===== src/rtl/cmsdk_rst_sequencer.sv =====
// cmsdk_rst_sequencer: staged POR -> AHB -> APB reset release with sticky reset-cause record.
// Define CMSDK_RST_LOCKUP_EN to make LOCKUP & LOCKUPRESET a reset request.
module cmsdk_rst_sequencer #(
    parameter int POR_CYCLES = 16,
    parameter int SYS_CYCLES = 8,
    parameter int APB_CYCLES = 4
) (
    input  logic       CLK,
    input  logic       NRST,
    input  logic       SYSRESETREQ,
    input  logic       WDOGRESREQ,
    input  logic       LOCKUP,
    input  logic       LOCKUPRESET,
    input  logic       RSTINFOCLR,
    output logic       PORESETn,
    output logic       HRESETn,
    output logic       PRESETn,
    output logic [3:0] RSTINFO
);
    typedef enum logic [1:0] {POR, HOLD_SYS, HOLD_APB, RUN} state_t;

    localparam logic [7:0] POR_LAST = 8'(POR_CYCLES - 1);
    localparam logic [7:0] SYS_LAST = 8'(SYS_CYCLES - 1);
    localparam logic [7:0] APB_LAST = 8'(APB_CYCLES - 1);

    state_t     state_q, state_d;
    logic [7:0] cnt_q, cnt_d;
    logic       poresetn_q, poresetn_d;
    logic       hresetn_q, hresetn_d;
    logic       presetn_q, presetn_d;
    logic [3:0] rstinfo_q, rstinfo_d;
    logic       lockup_req;
    logic       req;
    logic [3:0] cause;

`ifdef CMSDK_RST_LOCKUP_EN
    assign lockup_req = LOCKUP & LOCKUPRESET;
`else
    logic unused_lockup;
    assign unused_lockup = LOCKUP ^ LOCKUPRESET;
    assign lockup_req    = 1'b0;
`endif

    assign cause = {lockup_req, WDOGRESREQ, SYSRESETREQ, 1'b0};
    assign req   = |cause;

    always_comb begin
        state_d    = state_q;
        cnt_d      = (cnt_q == 8'hFF) ? cnt_q : cnt_q + 8'd1;
        poresetn_d = poresetn_q;
        hresetn_d  = hresetn_q;
        presetn_d  = presetn_q;
        rstinfo_d  = (RSTINFOCLR ? 4'b0000 : rstinfo_q) | ((state_q != POR) ? cause : 4'b0000);
        case (state_q)
            POR: if (cnt_q == POR_LAST) begin
                poresetn_d = 1'b1;
                state_d    = HOLD_SYS;
                cnt_d      = 8'd0;
            end
            HOLD_SYS: if (cnt_q == SYS_LAST) begin
                hresetn_d = 1'b1;
                state_d   = HOLD_APB;
                cnt_d     = 8'd0;
            end
            HOLD_APB: if (cnt_q == APB_LAST) begin
                presetn_d = 1'b1;
                state_d   = RUN;
            end
            default: cnt_d = cnt_q;
        endcase
        // A request outside POR restarts the system hold, also when already holding.
        if (state_q != POR && req) begin
            state_d   = HOLD_SYS;
            cnt_d     = 8'd0;
            hresetn_d = 1'b0;
            presetn_d = 1'b0;
        end
    end

    always_ff @(posedge CLK) begin
        if (!NRST) begin
            state_q    <= POR;
            cnt_q      <= 8'd0;
            poresetn_q <= 1'b0;
            hresetn_q  <= 1'b0;
            presetn_q  <= 1'b0;
            rstinfo_q  <= 4'b0001;
        end else begin
            state_q    <= state_d;
            cnt_q      <= cnt_d;
            poresetn_q <= poresetn_d;
            hresetn_q  <= hresetn_d;
            presetn_q  <= presetn_d;
            rstinfo_q  <= rstinfo_d;
        end
    end

    assign PORESETn = poresetn_q;
    assign HRESETn  = hresetn_q;
    assign PRESETn  = presetn_q;
    assign RSTINFO  = rstinfo_q;
endmodule


===== config.mk =====
export PLATFORM = sky130hd
export DESIGN_NAME = cmsdk_rst_sequencer
export DESIGN_NICKNAME = d
export VERILOG_FILES = /design/src/rtl/cmsdk_rst_sequencer.sv
export SDC_FILE = /design/constraint.sdc
export NUM_CORES = 1
export LEC_CHECK = 0
export ABC_AREA = 1
export CAP_MARGIN = 20
export CORE_MARGIN = 3
export CORE_UTILIZATION = 25
export DETAILED_ROUTE_END_ITERATION = 10
export REMOVE_ABC_BUFFERS = 1
export SLEW_MARGIN = 20
export SYNTH_ARGS = -nofsm -noshare
export SYNTH_HDL_FRONTEND = slang
export SYNTH_SLANG_ARGS = --single-unit

===== constraint.sdc =====
create_clock -name CLK -period 1.4 [get_ports CLK]
set_input_delay 0.28 -clock CLK [delete_from_list [all_inputs] [get_ports CLK]]
set_output_delay 0.28 -clock CLK [all_outputs]
set_load 0.05 [all_outputs]

==> run summary <==
largest net degree at the start of global routing = 10
PortBufs = 10
gpl congestion = 0.861
CP max FO = 3
cells after synthesis = 135
Arr. time, crit path = 1.52 ns
initial antenna violation count = 0
Antenna Nets Post-Route = 0
R2R Setup Slk = 0.06 ns
Cell Pwr Density = 1430 nW/um^2
ANT cells = 0
Synth Register Bits = 16
clk slew on worst S/H paths = 0.07 ns
top cells by count, synth = 30 x nand2_1, 19 x inv_1, 16 x dfxtp_1, 14 x nor2_1, 7 x nand2_2
vias in the first global route = 687
clock skew = 0.00217 ns
critical path type = reg2reg
EDFF count, synth = 0
Required @ worst endpoint = 1.59 ns
Die ar. = 4630 sq um
P&R area growth vs syn = 44.0%
Yosys top cell area share = 33.2%
peak supply drop = 0.399 mV
final hold violation count = 0
Pre-antenna DRT Iters = 4
# hold bufs at CTS = 0
GRT met1 Usage = 11.2%
initial DRC count = 56
drt drc = 0
Max Freq = 748 MHz
grt peak-use layer = met2
Seq/Total Area, Yosys = 33.2%
crit start category = flip-flop
Ys Warns = 0
CTS tree = yes
layout cell share with drive strength beyond 1 = 43.7%
Vias per Instance = 4.25
Global Route Usage Sum = 8.49%
Leakage = 0.571 nW
Final period util = 95.5%
Initial Utilization = 27.4%
# setup viols final = 0
DRT Wirelength = 1990 um
clk_lat worst skew = 0.26 ns
Inst Count DP = 194
vias = 868
die height = 68.1 um
num ports = 14
Num CTS Buffers = 3
Final Power = 1.99 mW
die width = 68.1 um
Site Rows = 21
met3 global-route usage = 0.985%
Critical Path End Type = flip-flop
Syn Area/Cell = 7.14 sq um
first-pass GRT wire length = 2940 um
Syn Std Cell Area = 963 sq um
area leader, netlist = dfxtp_1
layout net count = 172
grt met2 use = 12.4%
Root Buffer = clkbuf_8
Top FF cell, synth = dfxtp_1
Hold WC Path Type = reg2reg
top cells by area, synth = dfxtp_1 33%, nand2_1 12%, ha_1 7.8%
max-cap violations = 0
H-tree lvl count = 1
outcome = finished clean
final-report max-slew violation count = 0
Synth async-reset ratio = 0%
WL/cell = 9.77 um
post-synth cell types = 24
Period minus WS final = 1.34 ns
clock sinks = 16
clk buf depth = 2
total gr overflow = 0
Final Non-Filler Cells = 204
CORE AREA = 3520 sq um
fillers = 357
count leader, synth = nand2_1
DP Wirelength = 1430 um
==> metrics by stage <==
stage                     area, sq um  TNS [ns]  setup slack [ns]  util (%)  hold slack (ns)
after global routing             1390    -0.159           -0.0296      39.4            0.497
final                            1390         0            0.0635      39.4            0.485
after CTS                        1270         0            0.0104      36.0            0.491
after floorplan                   956         0             0.113         -            0.349
after detailed placement         1200    -0.967            -0.118      34.2            0.481
after global placement           1200    -0.548           -0.0692      34.2            0.472
==> per-layer routing <==
| layer | share of wire [%] | up-vias |
|---|---|---|
| li1 | - | 462 |
| met1 | 48 | 386 |
| met2 | 46 | 15 |
| met3 | 2.1 | 5 |
| met4 | 3.4 | 0 |
| met5 | 0 | - |
==> area by class of cell <==
cell class | instances | area [sq um] | share of cell area (%)
inverters | 24 | 92.6 | 6.67
clock buffers | 4 | 55.1 | 3.97
multi-input cells | 94 | 622 | 44.8
well taps | 46 | 57.6 | 4.15
repair buffers | 20 | 235 | 17.0
flip-flops and latches | 16 | 325 | 23.4
==> state kept, by name (all words and copies together), names as in the netlist <==
register	count
cnt_q	8
PRESETn	1
HRESETn	1
state_q	2
PORESETn	1
RSTINFO	3
==> timing repair <==
item                       in CTS  in global routing
pin swaps                       0                  7
gates resized for setup         5                 24
setup buffers                   0                  6
setup endpoints to repair      10                 12
cloned                          0                  0
hold endpoints to repair        0                  0
==> worst paths after layout <==
kind                    startpoint                      end  depth (start not counted)
max          cnt_q[1]$_SDFFE_PP0P_  state_q[0]$_SDFFE_PN0P_                          9
min           PRESETn$_SDFFE_PP0P_     PRESETn$_SDFFE_PP0P_                          2
max reg2reg  cnt_q[1]$_SDFFE_PP0P_  state_q[0]$_SDFFE_PN0P_                          9
min reg2reg   PRESETn$_SDFFE_PP0P_     PRESETn$_SDFFE_PP0P_                          2
==> critical path, cell delays in order (launching register included) <==
cell and delay, ns:
dfxtp_1 0.36, ha_4 0.15, nand2_2 0.08, nor2_4 0.12, nand2_2 0.07, nand2_1 0.12, nand2_1 0.07, nor2_1 0.10
nand2_1 0.06, a21oi_1 0.11
==> kinds of logic after synthesis <==
group           synth area share (%)
compound gates                  8.70
flops                           33.2
fa+ha+maj                       7.79
other cells                    0.389
simple gates                    36.1
xor+xnor                        3.64
buf+inv                         10.1
==> where the power goes <==
group	switching, mW	internal, mW
Clock	0.178	0.250
Sequential	0.0639	0.528
Combinational	0.560	0.406
Total	0.802	1.18
==> placed cells by master, fill, tap and decap left out, types with 2 or more instances in the layout <==
cell type        instances
inv_2                   10
nand3_1                  3
nor2_2                   4
a31oi_1                  2
ha_2                     2
dfxtp_1                 12
o21ai_2                  3
nand2_1                 27
ha_1                     2
nor2_1                  12
clkdlybuf4s50_1          4
ha_4                     2
nand2_4                  2
dfxtp_2                  4
nand2_2                 10
buf_12                   6
clkbuf_8                 4
xor2_1                   4
o21ai_0                  3
nand3_2                  3
inv_1                   13
a21oi_1                  5
nor2_4                   5
buf_4                   10
Note: power is estimated with default switching activity, not from simulation.
